--- config.mk ---
export PLATFORM = sky130hd
export DESIGN_NAME = sdr_tx_framer
export DESIGN_NICKNAME = d
export VERILOG_FILES = /design/src/rtl/sdr_tx_framer.sv
export SDC_FILE = /design/constraint.sdc
export NUM_CORES = 1
export LEC_CHECK = 0
export CAP_MARGIN = 20
export CORE_MARGIN = 3
export CORE_UTILIZATION = 30
export DETAILED_ROUTE_END_ITERATION = 8
export GPL_TIMING_DRIVEN = 0
export PLACE_DENSITY = 0.53
export SETUP_SLACK_MARGIN = 0.05
export SLEW_MARGIN = 20
export SYNTH_ARGS = -nofsm -noshare
export SYNTH_HDL_FRONTEND = slang
export SYNTH_SLANG_ARGS = --single-unit
export TNS_END_PERCENT = 10
--- constraint.sdc ---
create_clock -name i_sdrtx_clk -period 2.7 [get_ports i_sdrtx_clk]
set_input_delay 0.27 -clock i_sdrtx_clk [delete_from_list [all_inputs] [get_ports i_sdrtx_clk]]
set_output_delay 0.27 -clock i_sdrtx_clk [all_outputs]
set_load 0.01 [all_outputs]
--- src/rtl/sdr_tx_framer.sv ---
// I3C SDR transmit framer: takes bytes from the TX FIFO and shifts each out MSB
// first followed by a T-bit, one bit per SCL-generator tick.
module sdr_tx_framer #(
    parameter int T_MODE = 0
) (
    input  logic       i_sdrtx_clk,
    input  logic       i_sdrtx_rst,
    input  logic       i_sdrtx_en,
    input  logic [7:0] i_sdrtx_no_frms,
    input  logic       i_sdrtx_bit_tick,
    input  logic [7:0] i_sdrtx_data,
    input  logic       i_sdrtx_data_valid,
    output logic       o_sdrtx_data_ready,
    output logic       o_sdrtx_sda,
    output logic       o_sdrtx_sda_oe,
    output logic [7:0] o_sdrtx_frm_cnt,
    output logic       o_sdrtx_last_frame,
    output logic       o_sdrtx_done,
    output logic       o_sdrtx_underrun
);

    typedef enum logic [2:0] {S_IDLE, S_WAIT, S_SHIFT, S_TBIT, S_DONE} state_e;

    state_e     state_q, state_d;
    logic [7:0] hold_q, hold_d;
    logic       hold_full_q, hold_full_d;
    logic [7:0] fetched_q, fetched_d;
    logic [7:0] no_frms_q, no_frms_d;
    logic [7:0] frm_cnt_q, frm_cnt_d;
    logic [7:0] shreg_q, shreg_d;
    logic [7:0] frame_q, frame_d;
    logic [2:0] bit_idx_q, bit_idx_d;
    logic       underrun_q, underrun_d;
    logic       en_prev_q;
    logic       sda_q, sda_d;
    logic       oe_q, oe_d;
    logic       last_q, last_d;
    logic       done_q, done_d;
    logic [7:0] frm_inc;
    logic       accept;

    function automatic logic tbit_f(input logic [7:0] frame, input logic [7:0] cnt,
                                    input logic [7:0] total);
        if (T_MODE == 0) return ~^frame;
        return (cnt != total - 8'd1);
    endfunction

    assign o_sdrtx_data_ready = (state_q == S_WAIT || state_q == S_SHIFT || state_q == S_TBIT)
                                && !hold_full_q && (fetched_q < no_frms_q);
    assign accept = i_sdrtx_data_valid && o_sdrtx_data_ready;

    always_comb begin
        state_d     = state_q;
        hold_d      = hold_q;
        hold_full_d = hold_full_q;
        fetched_d   = fetched_q;
        no_frms_d   = no_frms_q;
        frm_cnt_d   = frm_cnt_q;
        shreg_d     = shreg_q;
        frame_d     = frame_q;
        bit_idx_d   = bit_idx_q;
        underrun_d  = underrun_q;
        frm_inc     = frm_cnt_q + 8'd1;

        if (accept) begin
            hold_d      = i_sdrtx_data;
            hold_full_d = 1'b1;
            fetched_d   = fetched_q + 8'd1;
        end

        // State transitions below override the handshake write where the held
        // byte is consumed or discarded (abort, underrun, done).
        unique case (state_q)
            S_IDLE: begin
                if (i_sdrtx_en && !en_prev_q) begin
                    no_frms_d   = i_sdrtx_no_frms;
                    frm_cnt_d   = 8'd0;
                    fetched_d   = 8'd0;
                    underrun_d  = 1'b0;
                    hold_full_d = 1'b0;
                    state_d     = (i_sdrtx_no_frms == 8'd0) ? S_DONE : S_WAIT;
                end
            end
            S_WAIT: begin
                if (!i_sdrtx_en) begin
                    state_d     = S_IDLE;
                    hold_full_d = 1'b0;
                end else if (hold_full_q) begin
                    shreg_d     = hold_q;
                    frame_d     = hold_q;
                    hold_full_d = 1'b0;
                    bit_idx_d   = 3'd0;
                    state_d     = S_SHIFT;
                end
            end
            S_SHIFT: begin
                if (!i_sdrtx_en) begin
                    state_d     = S_IDLE;
                    hold_full_d = 1'b0;
                end else if (i_sdrtx_bit_tick) begin
                    shreg_d   = {shreg_q[6:0], 1'b0};
                    bit_idx_d = bit_idx_q + 3'd1;
                    if (bit_idx_q == 3'd7) state_d = S_TBIT;
                end
            end
            S_TBIT: begin
                if (!i_sdrtx_en) begin
                    state_d     = S_IDLE;
                    hold_full_d = 1'b0;
                end else if (i_sdrtx_bit_tick) begin
                    frm_cnt_d = frm_inc;
                    if (frm_inc == no_frms_q) begin
                        state_d     = S_DONE;
                        hold_full_d = 1'b0;
                    end else if (hold_full_q) begin
                        shreg_d     = hold_q;
                        frame_d     = hold_q;
                        hold_full_d = 1'b0;
                        bit_idx_d   = 3'd0;
                        state_d     = S_SHIFT;
                    end else begin
                        underrun_d  = 1'b1;
                        hold_full_d = 1'b0;
                        state_d     = S_DONE;
                    end
                end
            end
            S_DONE: begin
                state_d     = S_IDLE;
                hold_full_d = 1'b0;
            end
            default: state_d = S_IDLE;
        endcase

        // Outputs are registered from the next-state view so they line up with state_q.
        oe_d   = (state_d == S_SHIFT) || (state_d == S_TBIT);
        sda_d  = 1'b1;
        if (state_d == S_SHIFT) sda_d = shreg_d[7];
        else if (state_d == S_TBIT) sda_d = tbit_f(frame_d, frm_cnt_d, no_frms_d);
        last_d = oe_d && (frm_cnt_d == no_frms_d - 8'd1);
        done_d = (state_d == S_DONE);
    end

    always_ff @(posedge i_sdrtx_clk) begin
        if (i_sdrtx_rst) begin
            state_q     <= S_IDLE;
            hold_q      <= 8'd0;
            hold_full_q <= 1'b0;
            fetched_q   <= 8'd0;
            no_frms_q   <= 8'd0;
            frm_cnt_q   <= 8'd0;
            shreg_q     <= 8'd0;
            frame_q     <= 8'd0;
            bit_idx_q   <= 3'd0;
            underrun_q  <= 1'b0;
            // Treat en as already high so a level held through reset cannot start a transfer.
            en_prev_q   <= 1'b1;
            sda_q       <= 1'b1;
            oe_q        <= 1'b0;
            last_q      <= 1'b0;
            done_q      <= 1'b0;
        end else begin
            state_q     <= state_d;
            hold_q      <= hold_d;
            hold_full_q <= hold_full_d;
            fetched_q   <= fetched_d;
            no_frms_q   <= no_frms_d;
            frm_cnt_q   <= frm_cnt_d;
            shreg_q     <= shreg_d;
            frame_q     <= frame_d;
            bit_idx_q   <= bit_idx_d;
            underrun_q  <= underrun_d;
            en_prev_q   <= i_sdrtx_en;
            sda_q       <= sda_d;
            oe_q        <= oe_d;
            last_q      <= last_d;
            done_q      <= done_d;
        end
    end

    assign o_sdrtx_sda        = sda_q;
    assign o_sdrtx_sda_oe     = oe_q;
    assign o_sdrtx_frm_cnt    = frm_cnt_q;
    assign o_sdrtx_last_frame = last_q;
    assign o_sdrtx_done       = done_q;
    assign o_sdrtx_underrun   = underrun_q;

endmodule
==> results.md, run 1 <==
- RR Startpoint: o_sdrtx_frm_cnt[0]
- Met1 WL: between 4 and 5 mm
- Die Area: around 14,000 sq um
- Fmax: 0.383 GHz
- Setup CP Type: reg2reg
- Top post-synthesis cells by area: dfxtp_1 (33%), mux2i_1 (8.1%), nor2_1 (5.8%)
- FFs w/ async S/R, synth: 0%
- Sink Count: slightly above 60
- Clk_lat worst skew: approximately 0.33 ns
- Ant diodes: 0
- Routed wire per std cell: about 17 um
- Largest net degree at the start of global routing: 12
- Critical path capture point type: register
- Skew final: ~0.0060 ns
- Worst Path Arrival: between 2 and 3 ns
- Netlist cell types: 64
- TritonCTS clock tree: built
- Die Y: 117 um
- Starting Density: 31.5%
- Area leader, netlist: dfxtp_1
- Sequential share of the synthesized area: 33.1%
- Endpoints failing hold: 0
- Port Buf Inserts: 33
- Tmin final: 2.61 ns
- Hold Worst Slack: roughly 0.43 ns
- FP Rows: 39
- PnR worst setup slack: 0.0893 ns
- Syn_area_per_cell: about 8.5 sq um
- Hold-fix buffers at CTS: 0
- Synth top area share: 33.1%
- Routed WL: ~11 mm
- GRT overflow: 0
- Non-Filler Instances: ~650
- Ys flop type: dfxtp_1
- Final Wtd Congestion: 0.869
- Metal2 WL: about 5.3 mm
- CP startpoint kind: register
- Drt pass-1 iters: 5
- Clock slew at reported path FFs: 0.06 ns
- DPL Wire Length: between 7 and 8 mm
- Most frequent cells in the layout: dfxtp_1 (57), nor2_1 (56), clkdlybuf4s50_1 (30), buf_4 (27), mux2i_1 (25)
- Number of synthesized flops with an enable pin: 0
- Synthesized area: roughly 3700 sq um
- RR Endpoint: o_sdrtx_sda
- First-pass GRT wire length: roughly 17 mm
- PwrDens: about 510 nW/um^2
- CTS Buf Count: 9
- Syn Nets: around 470
- Slew headroom: a little over two fifths
- Max-slew violation count: 0
- Number of synthesized register bits: 61
- R2R Setup Slk: 0.09 ns
- Layout net count: ~530
- DRC Markers: 0
- Root Buffer: clkbuf_16
- DR vias: 3,458
- Post-route ant nets: 0
- WL met3: between 300 and 400 um
- H-tree levels: 3
- CP Launch Point: o_sdrtx_frm_cnt[0]
- Ratio of final minimum period to clock period: 96.7%
- Initial antenna violation count: 0
- Status: finished clean
- DR vias/cell: between 5 and 6
- Placed Instances: a little over 600
- Worst min path class: in2reg
- Commonest non-fill, non-tap cell in the layout: dfxtp_1
- Max IR drop VDD: around 0.00030 V
- Leakage Power: 0.00187 uW
- CTS max path bufs: 2
- Die Span X: 117 um
- Layout cells sized above 1: about a fifth
- Critical path destination: o_sdrtx_sda
- Area growth syn-to-layout: 35.1%
- Vias in the first global route: 3,263
- Max cap viols: 0
- Final setup viols: 0
- Reg2Reg Depth: 12
- Core area: around 12,000 sq um
- Iteration-0 DRC Markers: between 200 and 250
- Post-Synthesis Cells: 435
- Total power: 2540 uW
- IO Pins: 35
- DP Worst Slack: -0.636 ns
- DR top layer: met4
- Yosys warnings: 0
- CP required: a little under 3 ns
- Total Routing Usage GR: 15.4%
- Worst-Margin Slew: approximately 0.83 ns
- CP Max Fanout: 6
- RSZ-0062 raised after global routing: yes
how the worst min path moves through the flow:
stage	start	end	slack, ns	depth (start not counted)
finish	i_sdrtx_rst	o_sdrtx_sda_oe	0.43	2
floorplan	i_sdrtx_data[0]	hold_q[0]	0.41	2
CTS	i_sdrtx_rst	o_sdrtx_sda_oe	0.50	2
global placement	fetched_q[7]	fetched_q[7]	0.49	2
detailed placement	shreg_q[0]	shreg_q[0]	0.50	2
global route	i_sdrtx_rst	o_sdrtx_sda_oe	0.47	2
metrics by stage:
step	utilization (%)	setup TNS [ns]	area [sq um]
floorplan	-	0	3690
global placement	35.8	-1.66	4200
detailed placement	35.8	-1.89	4200
CTS	39.5	-0.0207	4620
global route	42.6	0	4980
finish	42.6	0	4980
power breakdown:
group          switching [uW]  leakage, uW  internal [uW]
clock                     425     0.000165            924
sequential               13.7     0.000495            911
combinational             146      0.00121            124
total                     584      0.00187           1960
area by class of cell:
class	count	area, sq um
buffer	23	130
multi-input combinational	338	2540
sequential	61	1230
clock inverter	6	110
fill	1169	6730
inverter	12	45.0
timing repair buffer	56	510
tap	143	179
clock buffer	10	239
sequential cells by signal, indices dropped and copies added (netlist names):
name / cells
frame_q: 8
hold_q: 8
shreg_q: 8
hold_full_q: 1
state_q: 3
o_sdrtx_frm_cnt: 8
no_frms_q: 8
o_sdrtx_underrun: 1
o_sdrtx_last_frame: 1
o_sdrtx_sda_oe: 1
o_sdrtx_done: 1
bit_idx_q: 3
o_sdrtx_sda: 1
fetched_q: 8
en_prev_q: 1
synth_stat cells (all sizes together), types with 2 or more instances:
master and number:
dfxtp 61, a211oi 2, a2111oi 2, or4 2, a22oi 5, xnor2 18, nand3 13, nor4 6
ha 12, and3 7, o21ai 22, mux2 3, clkbuf 15, and2 3, inv 12, a31oi 7
nor2b 3, o21a 4, nand2 25, nand3b 2, a21o 9, mux2i 32, nand2b 5, o211ai 12
nand4 8, nor3b 2, xor2 12, o22ai 2, nor3 18, buf 9, nor2 57, and4b 2
or3 5, a21oi 24
what timing repair did:
| action | 4_1_cts | 5_1_grt |
|---|---|---|
| pin swaps | 1 | 17 |
| gates resized for setup | 22 | 47 |
| buffers inserted | 0 | 23 |
| setup endpoints to repair | 21 | 22 |
routing by layer:
layer / vias up / track usage (%)
li1: 1709 / -
met1: 1659 / 19.8
met2: 80 / 26.1
met3: 10 / 3.34
met4: 0 / 4.51
met5: - / 0
logic make-up after synthesis:
group,share of synthesized area (%)
buffers and inverters,4.10
adder cells (fa/ha/maj),4.07
flip-flops,33.1
AND/OR/NAND/NOR,23.7
multiplexers,10.1
XOR/XNOR,7.73
AO/OA/AOI/OAI,17.1
worst max-delay path, cell delays in order (launching register included):
cell     delay, ns
dfxtp_4       0.38
ha_4          0.13
buf_6         0.11
and3_4        0.18
xnor3_1       0.27
nor3b_4       0.27
nand4_1       0.15
o211a_1       0.16
buf_6         0.13
mux2i_4       0.20
xnor2_2       0.17
nor4b_2       0.25
nor3_1        0.08
Power figures use the tool's default switching activity.
==> run 2: changes to the inputs <==
--- a/config.mk
+++ b/config.mk
@@ -7,10 +7,10 @@
 export LEC_CHECK = 0
 export CAP_MARGIN = 20
 export CORE_MARGIN = 3
-export CORE_UTILIZATION = 30
+export CORE_UTILIZATION = 46
 export DETAILED_ROUTE_END_ITERATION = 8
 export GPL_TIMING_DRIVEN = 0
-export PLACE_DENSITY = 0.53
+export PLACE_DENSITY = 0.72
 export SETUP_SLACK_MARGIN = 0.05
 export SLEW_MARGIN = 20
 export SYNTH_ARGS = -nofsm -noshare
==> results.md, run 2 (synthesized netlist as in run 1, its figures left out) <==
- Status: finished clean
- Critical path cell sequence: ha_4, buf_6, and3_4, xnor3_1, nor3b_4, nand3_4, mux2_4, nor3_4, xnor2_2, nor4b_2, nor3_2
- Max IR drop VDD: 0.000245 V
- DRC Markers: 0
- DR vias/cell: ~5.7
- Sink Count: 61
- Routed wire per std cell: 16.5 um
- GR peak layer: met2
- Die Y: about 96 um
- Starting Density: a little under half
- CTS max path bufs: 2
- Worst-Margin Slew: 0.868 ns
- Slew headroom: between 40% and 50%
- Ratio of final minimum period to clock period: a little over nine tenths
- DPL Wire Length: 6.97 mm
- Met1 usage: between 20 and 30%
- Vias in the first global route: around 3.3k
- Fmax: between 0.3 and 0.4 GHz
- Core Util, Final: between 60% and 70%
- Total Routing Usage GR: between 20% and 30%
- First-pass GRT wire length: roughly 16 mm
- Largest net degree at the start of global routing: 11
- Critical path capture point type: register
- Most frequent cells in the layout: nor2_1 (56), dfxtp_1 (56), clkdlybuf4s50_1 (31), mux2i_1 (24), nand2_1 (23)
- Worst min path class: in2reg
- CP startpoint kind: register
- CTS Buf Count: 9
- Leakage Power: 0.00179 uW
- Worst path buffer plus inverter count: 1
- Clock slew at reported path FFs: about 0.07 ns
- PwrDens: 424 nW/um^2
- Clk_lat worst skew: ~0.35 ns
- Post-route ant nets: 0
- Die Area: between 9000 and 10,000 sq um
- Layout net count: around 530
- Worst path slowest cell: dfxtp_4
- Area growth syn-to-layout: 29.0%
- Tmin final: 2.59 ns
- Layout cells sized above 1: a little under a fifth
- Worst Path Arrival: 2.82 ns
- Max cap viols: 0
- Max-slew violation count: 0
- Die Span X: 95.5 um
- Worst path top cell family by delay: simple AND/OR/NAND/NOR gates
- GRT met2 Usage: a little over a third
- TritonCTS clock tree: built
- Setup CP Type: reg2reg
- Iteration-0 DRC Markers: between 150 and 200
- Initial antenna violation count: 0
- IO Pins: 35
- GRT overflow: 0
- RSZ-0062 raised after global routing: yes
- Crit-path max cell delay: about 0.40 ns
- Min-delay src: i_sdrtx_rst
- DR vias: roughly 3.5k
- Total power: 2020 uW
- Final setup viols: 0
- CP Launch Point: o_sdrtx_frm_cnt[0]
- Skew final: between 0.015 and 0.02 ns
- H-tree levels: 3
- Hold-fix buffers at CTS: 0
- Final Wtd Congestion: 0.911
- CP required: ~3 ns
- Root Buffer: clkbuf_8
- CP Max Fanout: 7
- Port Buf Inserts: 33
- M3 GR Usage: approximately 3.6%
- Drt pass-1 iters: 5
- RR Startpoint: o_sdrtx_frm_cnt[0]
- Ant diodes: 0
- FP Rows: 32
- Routed WL: between 9 and 10 mm
- Endpoints failing hold: 0
- Core area: 7770 sq um
run 2: cell count changes in the layout (fill, tap and decap cells not counted), sizes merged:
cell           delta
dlygate4sd2       -1
clkinv            +1
bufinv            -2
clkdlybuf4s50     +1
clkdlybuf4s15     +1
buf               -2
clkbuf            +2
dlymetal6s2s      -1
clkinvlp          -1
run 2: repair_timing:
action / 4_1_cts / 5_1_grt
setup endpoints to repair: 20 / 24
gates resized for setup: 12 / 61
pin swaps: 1 / 17
buffers inserted: 0 / 21
run 2: power by group:
part	internal (uW)	switching, uW	total (uW)
Sequential	909	13.2	922
Combinational	122	138	260
Clock	468	367	835
run 2: per-layer routing:
layer,vias up,share of wire [%]
met5,-,0
met2,106,49
met1,1655,43
met4,0,2.5
met3,29,5.1
li1,1694,-
run 2: layout make-up:
type                       count  area (sq um)
fill                         665          3010
multi-input combinational    338          2500
sequential                    61          1230
timing repair buffer          54           510
clock buffer                  11           151
buffer                        24           138
tap                          102           128
clock inverter                 4          47.5
inverter                      12          45.0
run 2: path summary, 6_finish.rpt:
path               endpoint  slack, ns  cells after the start
max reg2reg     o_sdrtx_sda       0.11                     11
min reg2reg    fetched_q[7]       0.51                      2
min          o_sdrtx_sda_oe       0.39                      2
max             o_sdrtx_sda       0.11                     11
run 2: through the flow:
| stage | setup TNS, ns | hold WS, ns | setup WS [ns] | instances | instance area, sq um |
|---|---|---|---|---|---|
| 2_1_floorplan | 0 | 0.414 | 0.0890 | 435 | 3690 |
| 3_3_place_gp | -1.17 | 0.480 | -0.536 | 570 | 4150 |
| 3_5_place_dp | -1.23 | 0.488 | -0.588 | 570 | 4150 |
| 4_1_cts | -0.0856 | 0.427 | -0.0539 | 585 | 4370 |
| 5_1_grt | 0 | 0.407 | 0.00627 | 606 | 4760 |
| 6_report | 0 | 0.394 | 0.115 | 606 | 4760 |
==> run 3: changes to the inputs <==
--- a/config.mk
+++ b/config.mk
@@ -12,6 +12,7 @@
 export GPL_TIMING_DRIVEN = 0
 export PLACE_DENSITY = 0.72
 export SETUP_SLACK_MARGIN = 0.05
+export SKIP_LAST_GASP = 1
 export SLEW_MARGIN = 20
 export SYNTH_ARGS = -nofsm -noshare
 export SYNTH_HDL_FRONTEND = slang
==> results.md, run 3 (synthesized netlist as in run 1, its figures left out) <==
- RR Endpoint: o_sdrtx_sda
- First-pass GRT wire length: 15.9 mm
- Fin area: between 4000 and 5000 sq um
- Hold Path Stages: 2
- Crit-path max cell delay: approximately 0.38 ns
- Multi-input combinational cell area: between 2000 and 2500 sq um
- RSZ-0062 raised after global routing: yes
- RR Startpoint: o_sdrtx_frm_cnt[1]
- Endpoints failing hold: 0
- CP startpoint kind: register
- CP required: between 2 and 3 ns
- Drt pass-1 iters: 5
- Root Buffer: clkbuf_8
- DP Area: between 4000 and 5000 sq um
- Final Wtd Congestion: approximately 0.91
- Worst path top cell family by delay: simple AND/OR/NAND/NOR gates
- Slew headroom: a little under half
- Leakage Power: 0.00184 uW
- Layout cells sized above 1: around 20%
- Post-route ant nets: 0
- Critical path cell sequence: ha_1, buf_6, and3_4, xnor3_1, nor3b_4, nand3_4, mux2_4, nor3_4, xnor2_2, nor4b_2, nor3_2
- Largest net degree at the start of global routing: 11
- Starting Density: between 40% and 50%
- Area growth syn-to-layout: 30.4%
- Iteration-0 DRC Markers: between 200 and 250
- Worst path buffer plus inverter count: 1
- Vias in the first global route: approximately 3.3k
- Worst-Margin Slew: between 0.8 and 0.9 ns
- Reg2Reg Depth: 11
- Worst min path class: in2reg
- Port Buf Inserts: 33
- FP Rows: 32
- H-tree levels: 3
- Setup TNS: 0 ns
- Routed wire per std cell: ~17 um
- Final setup viols: 0
- Critical path capture point type: register
- Fmax: 0.384 GHz
- DR vias: roughly 3.5k
- Worst Path Arrival: between 2 and 3 ns
- Ant diodes: 0
- R2R Setup Slk: ~0.1 ns
- Most frequent cells in the layout: nor2_1 (56), dfxtp_1 (55), clkdlybuf4s50_1 (31), buf_4 (28), mux2i_1 (24)
- Tmin final: approximately 2.6 ns
- Clk_lat worst skew: ~0.36 ns
- Setup CP Type: reg2reg
- Worst path slowest cell: dfxtp_4
- Routed WL: approximately 10 mm
- Ratio of final minimum period to clock period: 96.4%
- Die Y: 95.5 um
- DRC Markers: 0
- Hold-fix buffers at CTS: 0
- Commonest non-fill, non-tap cell in the layout: nor2_1
- Total power: a little over 2000 uW
- Layout net count: 540
- Sink Count: about 60
- FF+latch area: approximately 1200 sq um
- Layout filler cell count: 661
- Skew final: 0.0155 ns
- Max IR drop VDD: between 0.0002 and 0.00025 V
- GRT overflow: 0
- WHS Endpoint: o_sdrtx_sda_oe
- TritonCTS clock tree: built
- Min-delay src: i_sdrtx_rst
- DR vias/cell: between 5 and 6
- IO Pins: 35
- PwrDens: 422 nW/um^2
- CP Max Fanout: 6
- Core area: approximately 7800 sq um
- Total Routing Usage GR: around 22%
- Clock slew at reported path FFs: 0.07 ns
- CTS Buf Count: 9
- Max-slew violation count: 0
- Die Span X: 95.5 um
- Die Area: 9130 sq um
- Initial antenna violation count: 0
- DPL Wire Length: about 7 mm
- Max cap viols: 0
- Status: finished clean
- CTS max path bufs: 2
-- run 3: cell count changes in the layout (fill, tap and decap cells not counted), sizes merged --
cell	delta
buf	+6
clkbuf	+1
-- run 3: where the power goes --
part	switching, uW	internal (uW)
clock network	372	468
registers	13.2	909
logic	141	126
total	526	1500
-- run 3: repair_timing --
item | 4_1_cts | 5_1_grt
buffers inserted | 0 | 28
setup endpoints to repair | 20 | 24
gates resized for setup | 8 | 67
pin swaps | 0 | 20
-- run 3: layout make-up --
cell class | count | share of cell area, %
plain buffers | 24 | 2.94
flip-flops and latches | 61 | 25.7
clock buffers | 11 | 3.15
clock inverters | 4 | 0.988
inverters | 12 | 0.936
well taps | 102 | 2.65
repair buffers | 61 | 11.7
multi-input cells | 338 | 51.9
-- run 3: stage by stage --
step | util (%) | hold slack [ns] | cells | setup WS (ns)
after detailed placement | 53.4 | 0.488 | 570 | -0.588
after global placement | 53.4 | 0.480 | 570 | -0.536
after global routing | 61.9 | 0.410 | 613 | -0.0139
after floorplan | - | 0.414 | 435 | 0.0890
final | 61.9 | 0.386 | 613 | 0.0983
after CTS | 56.2 | 0.427 | 585 | -0.120
-- run 3: worst max-delay path by stage --
stage                               endpoint  cells after the start  slack [ns]                from
after floorplan                  o_sdrtx_sda                     11        0.09  o_sdrtx_frm_cnt[0]
after global placement    o_sdrtx_last_frame                     10       -0.54          i_sdrtx_en
after detailed placement  o_sdrtx_last_frame                     10       -0.59          i_sdrtx_en
after CTS                        o_sdrtx_sda                     12       -0.12  o_sdrtx_frm_cnt[1]
after global routing             o_sdrtx_sda                     11       -0.01  o_sdrtx_frm_cnt[0]
final                            o_sdrtx_sda                     11         0.1  o_sdrtx_frm_cnt[1]
-- run 3: per-layer routing --
metal / share of wire (%) / up-vias / track usage (%)
met5: 0 / - / 0
met1: 43 / 1696 / 29.0
li1: - / 1717 / -
met4: 1.8 / 0 / 8.53
met3: 5.2 / 20 / 3.55
met2: 50 / 108 / 36.7
